[config.mk]
export PLATFORM = sky130hd
export DESIGN_NAME = ber_seq_ctrl
export DESIGN_NICKNAME = d
export VERILOG_FILES = /design/src/rtl/ber_seq_ctrl.sv
export SDC_FILE = /design/constraint.sdc
export NUM_CORES = 1
export LEC_CHECK = 0
export ABC_AREA = 1
export BUFFER_PORTS_ARGS = -buffer_cell sky130_fd_sc_hd__buf_4
export CORE_ASPECT_RATIO = 2
export CORE_MARGIN = 2
export CORE_UTILIZATION = 30
export CTS_CLUSTER_DIAMETER = 50
export DETAILED_ROUTE_END_ITERATION = 7
export MAX_ROUTING_LAYER = met4
export PLACE_DENSITY_LB_ADDON = 0.3
export SLEW_MARGIN = 20
export SYNTH_ARGS = -nofsm -noshare
export SYNTH_HDL_FRONTEND = slang
export SYNTH_SLANG_ARGS = --single-unit
[constraint.sdc]
create_clock -name clk -period 4.7 [get_ports clk]
set_input_delay 0.235 -clock clk [delete_from_list [all_inputs] [get_ports clk]]
set_output_delay 0.235 -clock clk [all_outputs]
set_load 0.01 [all_outputs]
[src/rtl/ber_seq_ctrl.sv]
`default_nettype none
// ============================================================================
// Module   : ber_seq_ctrl
// Brief    : Per-lane sequencer for the PRBS9 BER checker. Sweeps the
//            reference delay to find alignment. Runs a bounded error-count
//            window with loss-of-lock detection. Reports counts and status.
// Revision : 1.0 - initial release
// ============================================================================
module ber_seq_ctrl #(
  parameter int PRBS_LEN    = 511,
  parameter int WIN_LEN     = 511,
  parameter int SETTLE_SYMS = 8,
  parameter int COUNT_LEN   = 261121,
  parameter int LOL_THR     = 128,
  parameter int CNT_W       = 40
) (
  input  logic             clk,
  input  logic             i_reset,
  input  logic             i_en_rate1,
  input  logic             i_err,
  input  logic             i_start,
  input  logic             i_stop,
  output logic [8:0]       o_delay,
  output logic [2:0]       o_state,
  output logic             o_locked,
  output logic             o_done,
  output logic [CNT_W-1:0] o_bit_cnt,
  output logic [CNT_W-1:0] o_err_cnt,
  output logic             o_ber_ok
);

  // Window error count never exceeds WIN_LEN, so this width cannot overflow.
  localparam int c_WIN_W = $clog2(WIN_LEN + 1);
  localparam int c_SET_W = (SETTLE_SYMS > 0) ? $clog2(SETTLE_SYMS + 1) : 1;

  localparam logic [c_WIN_W-1:0] c_WIN_LEN    = c_WIN_W'(WIN_LEN);
  localparam logic [c_SET_W-1:0] c_SETTLE     = c_SET_W'(SETTLE_SYMS);
  localparam logic [8:0]         c_LAST_DELAY = 9'(PRBS_LEN - 1);
  localparam logic [CNT_W-1:0]   c_COUNT_LEN  = CNT_W'(COUNT_LEN);
  localparam bit                 c_COUNT_EN   = (COUNT_LEN != 0);
  localparam logic [31:0]        c_LOL_THR    = 32'(LOL_THR);

  typedef enum logic [2:0] {
    S_IDLE   = 3'd0,
    S_SETTLE = 3'd1,
    S_SEARCH = 3'd2,
    S_COUNT  = 3'd3,
    S_DONE   = 3'd4
  } state_t;

  state_t               r_state,      w_state_nxt;
  state_t               r_target,     w_target_nxt;
  logic [8:0]           r_delay,      w_delay_nxt;
  logic [8:0]           r_best_delay, w_best_delay_nxt;
  logic [c_WIN_W-1:0]   r_best_err,   w_best_err_nxt;
  logic [c_WIN_W-1:0]   r_win_cnt,    w_win_cnt_nxt;
  logic [c_WIN_W-1:0]   r_win_err,    w_win_err_nxt;
  logic [c_SET_W-1:0]   r_settle_cnt, w_settle_cnt_nxt;
  logic [CNT_W-1:0]     r_bit_cnt,    w_bit_cnt_nxt;
  logic [CNT_W-1:0]     r_err_cnt,    w_err_cnt_nxt;
  logic                 r_locked,     w_locked_nxt;
  logic                 r_done,       w_done_nxt;
  logic                 r_ber_ok,     w_ber_ok_nxt;

  logic [c_WIN_W-1:0]   w_win_cnt_inc;
  logic [c_WIN_W-1:0]   w_win_err_acc;
  logic                 w_win_end;
  logic [c_SET_W-1:0]   w_settle_inc;
  logic                 w_settle_end;
  logic [CNT_W-1:0]     w_bit_inc;
  logic [CNT_W-1:0]     w_err_inc;
  logic                 w_new_best;
  logic                 w_lol;

  // Shared arithmetic for the window, settle and saturating event counters.
  always_comb begin
    w_win_cnt_inc = r_win_cnt + c_WIN_W'(1);
    w_win_err_acc = r_win_err + c_WIN_W'(i_err);
    w_win_end     = (w_win_cnt_inc == c_WIN_LEN);
    w_settle_inc  = r_settle_cnt + c_SET_W'(1);
    w_settle_end  = (w_settle_inc >= c_SETTLE);
    w_bit_inc     = (&r_bit_cnt) ? r_bit_cnt : r_bit_cnt + CNT_W'(1);
    w_err_inc     = (i_err && !(&r_err_cnt)) ? r_err_cnt + CNT_W'(1) : r_err_cnt;
    // Strict compare: on a tie the earlier (lower) delay is kept.
    w_new_best    = (w_win_err_acc < r_best_err);
    w_lol         = (32'(w_win_err_acc) > c_LOL_THR);
  end

  // Next-state and next-value logic for the sequencer.
  always_comb begin
    w_state_nxt      = r_state;
    w_target_nxt     = r_target;
    w_delay_nxt      = r_delay;
    w_best_delay_nxt = r_best_delay;
    w_best_err_nxt   = r_best_err;
    w_win_cnt_nxt    = r_win_cnt;
    w_win_err_nxt    = r_win_err;
    w_settle_cnt_nxt = r_settle_cnt;
    w_bit_cnt_nxt    = r_bit_cnt;
    w_err_cnt_nxt    = r_err_cnt;
    w_locked_nxt     = r_locked;
    w_done_nxt       = 1'b0;

    if (i_stop) begin
      // Abort: counters are left intact so they can still be read out.
      w_state_nxt      = S_IDLE;
      w_locked_nxt     = 1'b0;
      w_settle_cnt_nxt = '0;
      w_win_cnt_nxt    = '0;
      w_win_err_nxt    = '0;
    end else begin
      case (r_state)
        S_IDLE, S_DONE: begin
          if (i_start) begin
            w_state_nxt      = S_SETTLE;
            w_target_nxt     = S_SEARCH;
            w_delay_nxt      = '0;
            w_best_delay_nxt = '0;
            w_best_err_nxt   = '1;
            w_bit_cnt_nxt    = '0;
            w_err_cnt_nxt    = '0;
            w_locked_nxt     = 1'b0;
            w_settle_cnt_nxt = '0;
            w_win_cnt_nxt    = '0;
            w_win_err_nxt    = '0;
          end
        end

        S_SETTLE: begin
          // Errors are ignored here while the compare pipeline flushes.
          if (i_en_rate1) begin
            w_settle_cnt_nxt = w_settle_inc;
            if (w_settle_end) begin
              w_state_nxt      = r_target;
              w_settle_cnt_nxt = '0;
              w_win_cnt_nxt    = '0;
              w_win_err_nxt    = '0;
              if (r_target == S_COUNT) begin
                w_locked_nxt = 1'b1;
              end
            end
          end
        end

        S_SEARCH: begin
          if (i_en_rate1) begin
            w_win_cnt_nxt = w_win_cnt_inc;
            w_win_err_nxt = w_win_err_acc;
            if (w_win_end) begin
              w_win_cnt_nxt    = '0;
              w_win_err_nxt    = '0;
              w_settle_cnt_nxt = '0;
              w_state_nxt      = S_SETTLE;
              if (w_new_best) begin
                w_best_err_nxt   = w_win_err_acc;
                w_best_delay_nxt = r_delay;
              end
              if ((w_win_err_acc == '0) || (r_delay == c_LAST_DELAY)) begin
                // Park on the best delay found, including this window's.
                w_delay_nxt  = w_new_best ? r_delay : r_best_delay;
                w_target_nxt = S_COUNT;
              end else begin
                w_delay_nxt  = r_delay + 9'd1;
                w_target_nxt = S_SEARCH;
              end
            end
          end
        end

        S_COUNT: begin
          if (i_en_rate1) begin
            w_bit_cnt_nxt = w_bit_inc;
            w_err_cnt_nxt = w_err_inc;
            w_win_cnt_nxt = w_win_cnt_inc;
            w_win_err_nxt = w_win_err_acc;
            if (w_win_end) begin
              w_win_cnt_nxt = '0;
              w_win_err_nxt = '0;
            end
            // Loss of lock outranks completion in the same cycle.
            if (w_win_end && w_lol) begin
              w_locked_nxt     = 1'b0;
              w_bit_cnt_nxt    = '0;
              w_err_cnt_nxt    = '0;
              w_delay_nxt      = '0;
              w_best_delay_nxt = '0;
              w_best_err_nxt   = '1;
              w_settle_cnt_nxt = '0;
              w_state_nxt      = S_SETTLE;
              w_target_nxt     = S_SEARCH;
            end else if (c_COUNT_EN && (w_bit_inc == c_COUNT_LEN)) begin
              w_state_nxt = S_DONE;
              w_done_nxt  = 1'b1;
            end
          end
        end

        default: begin
          w_state_nxt = S_IDLE;
        end
      endcase
    end

    w_ber_ok_nxt = (w_state_nxt == S_DONE) && (w_err_cnt_nxt == '0);
  end

  // State and datapath registers with synchronous reset.
  always_ff @(posedge clk) begin
    if (i_reset) begin
      r_state      <= S_IDLE;
      r_target     <= S_SEARCH;
      r_delay      <= '0;
      r_best_delay <= '0;
      r_best_err   <= '1;
      r_win_cnt    <= '0;
      r_win_err    <= '0;
      r_settle_cnt <= '0;
      r_bit_cnt    <= '0;
      r_err_cnt    <= '0;
      r_locked     <= 1'b0;
      r_done       <= 1'b0;
      r_ber_ok     <= 1'b0;
    end else begin
      r_state      <= w_state_nxt;
      r_target     <= w_target_nxt;
      r_delay      <= w_delay_nxt;
      r_best_delay <= w_best_delay_nxt;
      r_best_err   <= w_best_err_nxt;
      r_win_cnt    <= w_win_cnt_nxt;
      r_win_err    <= w_win_err_nxt;
      r_settle_cnt <= w_settle_cnt_nxt;
      r_bit_cnt    <= w_bit_cnt_nxt;
      r_err_cnt    <= w_err_cnt_nxt;
      r_locked     <= w_locked_nxt;
      r_done       <= w_done_nxt;
      r_ber_ok     <= w_ber_ok_nxt;
    end
  end

  assign o_delay   = r_delay;
  assign o_state   = r_state;
  assign o_locked  = r_locked;
  assign o_done    = r_done;
  assign o_bit_cnt = r_bit_cnt;
  assign o_err_cnt = r_err_cnt;
  assign o_ber_ok  = r_ber_ok;

endmodule
`default_nettype wire

==> results by group <==
Placement
  • GPL Wtd Cong: 0.996
  • Post-DP Area: ~0.011 mm²
  • Dpl ws: 1.24 ns
  • I/O Buffers: 100
  • Hpwl dp: 27,700 µm

Critical path
  • Reg-to-reg slack, setup: approximately 1.2 ns
  • Path type of the worst setup path: reg -> reg
  • Reg-to-Reg Start: o_bit_cnt[0]
  • Worst Setup EP: o_ber_ok
  • CP most frequent cell: nand2_1
  • Buffers & Inverters on Critical Path: 2
  • CP Capture Type: flop
  • CP max FO: 20
  • CP required: between 5 and 6 ns
  • Reg2reg end: o_ber_ok
  • CP max stage delay: 0.50 ns
  • CP Cell Sequence: ha_1, nand3_4, inv_4, nand2_4, nor2_4, nand3_2, buf_4, o21ai_1, nand3_1, nor2_1, nand2_1, nor2_2, nand2_1, nand2_1, nand2_1, nand2_2, nand3_2, nor2_2
  • Top delay family on crit path: simple AND/OR/NAND/NOR gates
  • CP arrival: 3.87 ns
  • Startpoint Class: flop
  • Critical path origin: o_bit_cnt[0]
  • Critical path's slowest cell: dfxtp_1
  • Reg2Reg Depth: 18
  • Levels on crit path: 18

Route
  • Via count: around 10,000
  • DR vias/cell: 5.07
  • DRT Wirelength: 36,100 µm
  • Drt first pass iters: 5
  • DRT antenna net count: 0
  • Remaining DRCs: 0
  • Drt initial violations: 597
  • Per-cell routed wire length: roughly 17 µm

Power and ir drop
  • Static leakage: between 4 and 5 nW
  • Logic pwr share: approximately 6.8%
  • Sw Pwr: around 0.7 mW
  • Pwr/cell area: ~260 mW/mm²
  • P_int: 2.16 mW
  • Clock share of power: a little over half
  • Switch share: about 25%
  • Sequential share of power: ~41%
  • Worst VDD drop: ~0.26 mV

Layout
  • Fillers: ~3,400
  • Final net count: 1,659
  • Final instance area: 0.0112 mm²
  • Commonest non-fill, non-tap cells in the layout: 414 x nand2_1, 235 x nor2_1, 178 x inv_1
  • Area Growth Syn to Fin: 18.6%
  • Share of layout cells above drive strength 1: between 10% and 20%
  • Final Util: a little over a third
  • N_diodes: 0
  • Most common cell after layout, fill and taps aside: nand2_1

Global route
  • First-pass GRT wire length: between 50,000 and 60,000 µm
  • Gr usage total: between 20% and 30%
  • Routing usage on met1: roughly 19%
  • Initial antenna violation count: 0
  • Gr busiest metal: met2
  • Vias in the first global route: about 10,000
  • GRT overflow: 0
  • Met2 Use GR: 44.0%
  • Largest net degree at the start of global routing: 54
  • Met3 usage: ~3.7%

CTS
  • Clk_lat worst skew: between 0.4 and 0.5 ns
  • Hold-fix buffers at CTS: 0
  • # resized after CTS: 0
  • Maximum clock path buffer count: 2
  • Worst-path clk slew: approximately 0.060 ns
  • Postcts setup bufs: 0
  • TritonCTS Buffers: 17
  • H-tree Lvls: 4
  • TritonCTS clock tree: built
  • Clk Tree Root Cell: clkbuf_16
  • Number of clock sinks: 136

Synthesis
  • Synth Area in XOR/XNOR: between 3 and 4%
  • Largest family of logic cells by synthesized area: simple AND/OR/NAND/NOR gates
  • Compound-Gate Fraction of Synth Area: about 14%
  • Post-Synthesis Net Count: 1,579
  • Synth warnings: 0
  • Top post-synthesis cells by area: dfxtp_1 29%, nand2_1 16%, nor2_1 9.4%
  • Asr flop ratio synth: 0%
  • Adder-Cell Fraction of Synth Area: under 10%
  • Multiplexer area fraction after synthesis: 0%
  • Share of the synthesized area in the top cell type: around 29%
  • Cell Area, Synth: between 0.009 and 0.01 mm²
  • Synth Area in Simple Gates: 41.2%
  • Synth Instances: approximately 1,600
  • Number of synthesized flops with an enable pin: 0
  • Post-synthesis sequential area ratio: between 20% and 30%
  • Top FF cell, synth: dfxtp_1
  • Area leader, netlist: dfxtp_1
  • Syn Area/Cell: 6.06 µm²
  • Register bit total from synthesis: approximately 140
  • Netlist cell types: 46

Flow run
  • Max-cap viol count: 0

STA
  • Fin. max-slew vios: 0
  • Final worst slack: around 1.2 ns
  • Worst slew pin tran: between 0.7 and 0.8 ns
  • Final count of hold timing violations: 0
  • Setup_tns: 0 ns
  • Final Skew: roughly 0.0064 ns
  • Tmin final: 3.48 ns
  • Max frequency: 287 MHz
  • Max transition margin: roughly half
  • RSZ-0062 raised after global routing: no
  • Final setup fails: 0
  • Period utilization: about three quarters

Worst hold path
  • HP Class: in -> reg

Die
  • Die W: roughly 130 µm
  • Die area: approximately 0.033 mm²
  • Overall die height: 255 µm
  • Area of the core: 0.0309 mm²
  • Site Rows: 91
  • Io pins: between 100 and 150
  • Starting Density: between 30% and 40%

Run status
  • Outcome: finished clean
[stage by stage]
step	power, mW	std cells	hold slack [ns]
final	2.87	2067	0.214
after global routing	2.98	2067	0.260
after CTS	2.91	2067	0.185
after detailed placement	1.40	2035	0.455
after global placement	1.40	2035	0.441
after floorplan	1.34	1556	0.429
[power groups by stage]
stage	combinational, mW	clock [mW]	sequential, mW
final	0.196	1.50	1.18
after global routing	0.218	1.58	1.18
after CTS	0.197	1.53	1.18
after detailed placement	0.197	0	1.21
after global placement	0.195	0	1.21
after floorplan	0.132	0	1.20
[flip-flops by register name, summed over array words and instances (netlist names)]
register,flops
o_state,3
r_best_err,9
o_ber_ok,1
o_err_cnt,40
r_best_delay,9
o_done,1
r_win_err,9
o_delay,9
o_locked,1
r_win_cnt,9
o_bit_cnt,40
r_settle_cnt,4
r_target,1
[layer usage]
| layer | part of all wire [%] | up-vias |
|---|---|---|
| met4 | 7.3 | 0 |
| li1 | - | 5209 |
| met5 | 0 | - |
| met3 | 3.9 | 124 |
| met1 | 33 | 4833 |
| met2 | 56 | 317 |
[area by class of cell]
type / instances / area, µm² / area share [%]
clock inverter: 11 / 169 / 1.51
clock buffer: 21 / 480 / 4.29
sequential: 136 / 2720 / 24.3
multi-input combinational: 1183 / 5750 / 51.4
timing repair buffer: 112 / 841 / 7.52
inverter: 186 / 701 / 6.26
tap: 418 / 523 / 4.68
[worst reg2reg max path, delay by kind of cell (launching register included)]
| kind | cells | cell delay, ns |
|---|---|---|
| simple gates | 14 | 1.86 |
| buf+inv | 2 | 0.54 |
| flops | 1 | 0.50 |
| fa+ha+maj | 1 | 0.40 |
| compound gates | 1 | 0.13 |
[worst min path at each step]
stage / endpoint / depth (start not counted) / start / slack [ns]
2_1_floorplan: r_settle_cnt[2] / 1 / r_settle_cnt[2] / 0.43
3_3_place_gp: r_settle_cnt[2] / 1 / r_settle_cnt[2] / 0.44
3_5_place_dp: r_best_delay[2] / 2 / r_best_delay[2] / 0.46
4_1_cts: o_state[0] / 5 / i_start / 0.18
5_1_grt: o_err_cnt[23] / 4 / i_stop / 0.26
6_report: o_state[0] / 5 / i_start / 0.21
[cell families after synthesis]
| group | Yosys count |
|---|---|
| compound gates | 242 |
| xor+xnor | 32 |
| fa+ha+maj | 17 |
| buf+inv | 237 |
| flops | 136 |
| simple gates | 892 |
[synthesized netlist by cell type, drive strengths merged (7+ instances only)]
library cell,instances
inv,183
a211oi,9
nand4,41
o211ai,15
nand2,424
xnor2,11
ha,17
xor2,21
or2,7
nand3,116
clkbuf,32
nand3b,13
nor2,258
dfxtp,136
o21ai,82
a21oi,108
a31oi,10
nor3,32
a21boi,7
buf,19
Power figures use the tool's default switching activity.
